**config.mk**
```make
export PLATFORM = sky130hd
export DESIGN_NAME = cpu_out_uart_tx
export DESIGN_NICKNAME = d
export VERILOG_FILES = /design/src/rtl/cpu_out_uart_tx.sv
export SDC_FILE = /design/constraint.sdc
export NUM_CORES = 1
export LEC_CHECK = 0
export ABC_AREA = 1
export BUFFER_PORTS_ARGS = -buffer_cell sky130_fd_sc_hd__buf_2
export CORE_MARGIN = 4
export CORE_UTILIZATION = 37
export CTS_BUF_LIST = sky130_fd_sc_hd__clkbuf_4
export CTS_CLUSTER_DIAMETER = 100
export DETAILED_ROUTE_END_ITERATION = 16
export PLACE_DENSITY = 0.55
export RECOVER_POWER = 25
export SYNTH_ARGS = -nofsm -noshare
export SYNTH_HDL_FRONTEND = slang
export SYNTH_SLANG_ARGS = --single-unit
```
**constraint.sdc**
```tcl
create_clock -name CLK -period 4.93 [get_ports CLK]
set_input_delay 0 -clock CLK [delete_from_list [all_inputs] [get_ports CLK]]
set_output_delay 0 -clock CLK [all_outputs]
set_load 0.02 [all_outputs]
```
**src/rtl/cpu_out_uart_tx.sv**
```systemverilog
// CPU output-port UART transmitter: byte FIFO feeding an 8N1 serialiser, with a status word for polling.
// Optional even-parity bit is enabled by defining CPU_OUT_UART_PARITY_EN.
module cpu_out_uart_tx #(
  parameter int CLKS_PER_BIT = 16,
  parameter int FIFO_DEPTH   = 8
) (
  input  logic        CLK,
  input  logic        RSTn,
  input  logic        WE,
  input  logic [31:0] WD,
  output logic        TX,
  output logic [31:0] Status
);

  localparam int                PTR_W    = (FIFO_DEPTH > 1) ? $clog2(FIFO_DEPTH) : 1;
  localparam int                TMR_W    = $clog2(CLKS_PER_BIT);
  localparam logic [TMR_W-1:0]  BIT_LAST = TMR_W'(CLKS_PER_BIT - 1);
  localparam logic [PTR_W-1:0]  PTR_LAST = PTR_W'(FIFO_DEPTH - 1);
  localparam logic [7:0]        DEPTH8   = 8'(FIFO_DEPTH);

`ifdef CPU_OUT_UART_PARITY_EN
  typedef enum logic [2:0] {S_IDLE, S_START, S_DATA, S_PARITY, S_STOP} state_e;
`else
  typedef enum logic [2:0] {S_IDLE, S_START, S_DATA, S_STOP} state_e;
`endif

  logic [7:0]       mem_q [FIFO_DEPTH];
  logic [PTR_W-1:0] wr_ptr_q, rd_ptr_q;
  logic [7:0]       count_q, count_d;
  logic             overflow_q;
  logic             push, pop;

  state_e           state_q, state_d;
  logic             tx_q, tx_d;
  logic [TMR_W-1:0] timer_q, timer_d;
  logic [2:0]       idx_q, idx_d;
  logic [7:0]       shift_q, shift_d;
  logic             bit_done;
`ifdef CPU_OUT_UART_PARITY_EN
  logic             parity_q, parity_d;
`endif

  // Only the low byte of the store is transmitted.
  logic unused_wd;
  assign unused_wd = ^WD[31:8];

  // Fullness is judged on the registered count, so a same-cycle pop never rescues a write.
  assign push = WE && (count_q != DEPTH8);

  // NOTE: storage has no reset; validity is tracked by count/pointers, so the RAM can map to plain flops or LUT-RAM.
  always_ff @(posedge CLK) begin
    if (push) mem_q[wr_ptr_q] <= WD[7:0];
  end

  always_comb begin
    count_d = count_q;
    case ({push, pop})
      2'b10:   count_d = count_q + 8'd1;
      2'b01:   count_d = count_q - 8'd1;
      default: count_d = count_q;
    endcase
  end

  // NOTE: sequential state uses non-blocking assignments so every flop samples pre-edge values.
  always_ff @(posedge CLK or negedge RSTn) begin
    if (!RSTn) begin
      wr_ptr_q   <= '0;
      rd_ptr_q   <= '0;
      count_q    <= '0;
      overflow_q <= 1'b0;
    end else begin
      count_q <= count_d;
      if (push) wr_ptr_q <= (wr_ptr_q == PTR_LAST) ? '0 : wr_ptr_q + 1'b1;
      if (pop)  rd_ptr_q <= (rd_ptr_q == PTR_LAST) ? '0 : rd_ptr_q + 1'b1;
      if (WE && (count_q == DEPTH8)) overflow_q <= 1'b1;
    end
  end

  assign bit_done = (timer_q == '0);

  // NOTE: every variable gets a default at the top so no path through the case infers a latch.
  always_comb begin
    state_d = state_q;
    tx_d    = tx_q;
    timer_d = timer_q;
    idx_d   = idx_q;
    shift_d = shift_q;
    pop     = 1'b0;
`ifdef CPU_OUT_UART_PARITY_EN
    parity_d = parity_q;
`endif
    case (state_q)
      S_IDLE: begin
        tx_d = 1'b1;
        pop  = (count_q != 8'd0);
      end
      S_START: begin
        if (bit_done) begin
          state_d = S_DATA;
          idx_d   = 3'd0;
          tx_d    = shift_q[0];
          timer_d = BIT_LAST;
        end else begin
          timer_d = timer_q - 1'b1;
        end
      end
      S_DATA: begin
        if (bit_done) begin
          timer_d = BIT_LAST;
          shift_d = {1'b0, shift_q[7:1]};
          idx_d   = idx_q + 3'd1;
          if (idx_q == 3'd7) begin
`ifdef CPU_OUT_UART_PARITY_EN
            state_d = S_PARITY;
            tx_d    = parity_q;
`else
            state_d = S_STOP;
            tx_d    = 1'b1;
`endif
          end else begin
            tx_d = shift_q[1];
          end
        end else begin
          timer_d = timer_q - 1'b1;
        end
      end
`ifdef CPU_OUT_UART_PARITY_EN
      S_PARITY: begin
        if (bit_done) begin
          state_d = S_STOP;
          tx_d    = 1'b1;
          timer_d = BIT_LAST;
        end else begin
          timer_d = timer_q - 1'b1;
        end
      end
`endif
      S_STOP: begin
        if (bit_done) begin
          state_d = S_IDLE;
          tx_d    = 1'b1;
          pop     = (count_q != 8'd0);
        end else begin
          timer_d = timer_q - 1'b1;
        end
      end
      default: begin
        state_d = S_IDLE;
        tx_d    = 1'b1;
      end
    endcase

    // Loading a byte starts the next frame directly, giving back-to-back frames out of STOP.
    if (pop) begin
      shift_d = mem_q[rd_ptr_q];
      tx_d    = 1'b0;
      timer_d = BIT_LAST;
      state_d = S_START;
`ifdef CPU_OUT_UART_PARITY_EN
      parity_d = ^mem_q[rd_ptr_q];
`endif
    end
  end

  always_ff @(posedge CLK or negedge RSTn) begin
    if (!RSTn) begin
      state_q <= S_IDLE;
      tx_q    <= 1'b1;
      timer_q <= '0;
      idx_q   <= '0;
      shift_q <= '0;
`ifdef CPU_OUT_UART_PARITY_EN
      parity_q <= 1'b0;
`endif
    end else begin
      state_q <= state_d;
      tx_q    <= tx_d;
      timer_q <= timer_d;
      idx_q   <= idx_d;
      shift_q <= shift_d;
`ifdef CPU_OUT_UART_PARITY_EN
      parity_q <= parity_d;
`endif
    end
  end

  assign TX     = tx_q;
  assign Status = {16'b0, count_q, 4'b0, overflow_q, (state_q != S_IDLE),
                   (count_q == DEPTH8), (count_q == 8'd0)};

endmodule

```
==> reports/results.ini <==
[placed_design]
place_hpwl_um = 6150
gp_congestion = 0.812
post_dp_cell_area_um2 = 4880
dp_slack_ps = 1800
io_buffers = 23

[timing]
rsz0062_at_grt = no
finalHoldViolCount = 0
min_period_ps = 3150
post-route-period-util_pct = 63.8
relSlewSlack_pct = 35.2
slew_violations = 0
fin_setup_tns_ps = 0
finalSetupViolCount = 0
timing.final.ws_setup_ps = 1780
tightest_slew_ps = 968
fmax_ghz = 0.318
skew_ps = 25.2

[global_route]
grt_overflow = 0
grtUsageTotal_pct = 13.8
antenna_found_initial = 0
grt_pass1_vias = 3083
grt_max_degree = 36
grt_pass1_wl_um = 15800

[floorplanning]
std_cell_rows = 40
die_height_um = 121
ios = 68
die_w_um = 121
coreArea_um2 = 12300
start_util_pct = 38.5
die_area_um2 = 14600

[power_and_ir_drop]
switching_power_uw = 1300
combinationalPowerShare_pct = 42.6
p_int_uw = 1660
p_leak_uw = 0.00218
clockPowerShare_pct = 15.8
vdd_drop_max_mv = 0.241
p_sw_share_pct = 44.0
power_density_nw_per_um2 = 577
power_frac_seq_pct = 41.6

[detailed_routing]
met3_length_um = 460
topRoutingLayerUsed = met4
wl_um = 9680
met2WireLength_um = 4610
antenna_left = 0
m1WireLength_um = 4500
via_per_inst = 4.81
drt_iter0_markers = 238
wl_per_cell_um = 14.1
via_count = 3311
remaining_drc_errors = 0
firstDrtPassIters = 5

[status]
status = finished clean

[cts]
cts_num_sinks = 97
cts-root-buf = clkbuf_4
cts_buffers = 9
post_cts_resized = 0
clockBufferDepth = 2
worstSkewPairLatency_ps = 470
cts.htree.levels = 3
cts_tree = yes
cts_setup_buffers = 0
clkSlewWorstSetupHoldPaths_ps = 170

[synthesis]
async_reset_ff_share_pct = 34.0
synth_area_leaders = edfxtp_1 41%, dfrtp_1 17%, nand2_1 8.8%
synth_top_area_share_pct = 40.8
netlist_instances = 488
avgSynthCellArea_um2 = 9.66
synth_top_cell_by_area = edfxtp_1
ys_seq_area_share_pct = 58.3
synth_common_cells = 110 x nand2_1, 64 x edfxtp_1, 60 x nor2_1, 49 x o21ai_0
ys_ff_latch = 97
synth_cell_types = 36
syn_area_um2 = 4720
synth_most_common_cell = nand2_1
synth-edff-count = 64
yosys_warnings = 0
synth-main-ff-cell = edfxtp_1

[critical_path]
crit_fanout = 23
r2r_cells = 19
cp-end-kind = flop
critPathRequiredTime_ps = 5300
start_kind = flop
crit_type = flop to flop
max_stage_delay_ps = 440
critPathArrivalTime_ps = 3520
cp_top_family = simple AND/OR/NAND/NOR gates
worst_path_max_delay_cell = dfrtp_1
critical_path_buf_inv_count = 5
crit_cells = 19
crit_chain = inv_1 -> ha_1 -> inv_1 -> nor3_2 -> nand2_1 -> nand2_1 -> nand2_4 -> inv_4 -> ha_1 -> nand2_1 -> inv_1 -> nor2_2 -> ha_1 -> a21oi_1 -> inv_1 -> nand3_1 -> nand4_1 -> nand3_1 -> nand2_1

[run]
cap_violations = 0

[finish]
nets = 565
drive_above_1_share_pct = 9.40
diodes = 0
synthToLayoutAreaGrowth_pct = 8.84
final_cell_area_um2 = 5130

[hold_path]
hold_path_class = input port to asynchronous set/reset pin

[worst register-to-register path: stages (launching register included)]
cell and delay [ps]:
dfrtp_1 440, inv_1 70, ha_1 150, inv_1 60, nor3_2 220, nand2_1 110
nand2_1 120, nand2_4 170, inv_4 220, ha_1 430, nand2_1 120, inv_1 90
nor2_2 40, ha_1 170, a21oi_1 200, inv_1 100, nand3_1 110, nand4_1 80
nand3_1 90, nand2_1 60
[power by group through the flow]
stage          logic [uW]  registers, uW  clock network, uW
3_3_place_gp         1250           1240                  0
6_report             1260           1230                468
3_5_place_dp         1270           1250                  0
2_1_floorplan         980           1240                  0
4_1_cts              1280           1230                485
5_1_grt              1470           1250                521
[logic make-up after synthesis]
kind of cell               after synthesis  share of synthesized area (%)
AOI/OAI and AO/OA                       81                           9.55
xor gates and xnor gates                 3                          0.557
adders and majority gates               14                           3.71
buffers and inverters                   75                           8.25
DFF                                     97                           58.3
other                                    1                         0.0795
and+or+nand+nor                        217                           19.6
[per-stage QoR]
step,std cells,total power [uW],hold slack [ps],utilization [%]
finish,689,2960,119,41.9
global route,689,3240,180,41.9
CTS,689,3000,119,41.9
detailed placement,663,2520,125,39.8
global placement,663,2490,125,39.8
floorplan,507,2220,-296,-
[per-layer routing]
layer	track usage, %	vias up
li1	-	1659
met1	17.7	1567
met2	22.8	74
met3	3.96	11
met4	3.82	0
met5	0	-
[state kept, by name, summed over array words and instances (netlist names)]
| signal | flops |
|---|---|
| mem_q | 64 |
| count_q | 8 |
| shift_q | 8 |
| timer_q | 4 |
| idx_q | 3 |
| rd_ptr_q | 3 |
| wr_ptr_q | 3 |
| state_q | 2 |
| TX | 1 |
| overflow_q | 1 |
[layout make-up]
type	instances	area [um2]
fillers	1187	7130
flip-flops and latches	97	2750
multi-input cells	335	1650
repair buffers	34	214
well taps	168	210
inverters	39	149
clock inverters	7	93.8
clock buffers	9	67.6
[timing repair]
item                       CTS  global route
hold buffers                10             0
hold endpoints to repair   100             0
setup endpoints to repair    0             0
[cell usage in the layout (no fill, tap or decap), types with 2 or more instances in the layout]
cell type / instances
edfxtp_1: 64
a21oi_1: 4
inv_2: 2
dfrtp_1: 32
o31ai_1: 2
clkbuf_4: 9
dlygate4sd3_1: 10
inv_1: 34
nand4_1: 2
o22ai_1: 15
nor2_2: 2
nand2_1: 110
ha_1: 14
xor2_1: 2
nor2_1: 60
conb_1: 20
o21ai_2: 3
o21ai_0: 49
inv_8: 3
clkinv_1: 2
clkbuf_1: 7
o21ai_1: 4
o211ai_1: 3
nand3_1: 34
buf_2: 16
nor3_2: 2
[worst paths after layout]
kind	to	slack, ps	startpoint
min reg2reg	overflow_q$_DFFE_PN0P_	470	overflow_q$_DFFE_PN0P_
max	count_q[6]$_DFFE_PN0P_	1780	timer_q[0]$_DFFE_PN0P_
max in group asynchronous	count_q[0]$_DFFE_PN0P_	4320	RSTn
min	state_q[1]$_DFFE_PN0P_	120	RSTn
max reg2reg	count_q[6]$_DFFE_PN0P_	1780	timer_q[0]$_DFFE_PN0P_
min in group CLK	overflow_q$_DFFE_PN0P_	290	WE
Note: power is estimated with default switching activity, not from simulation.
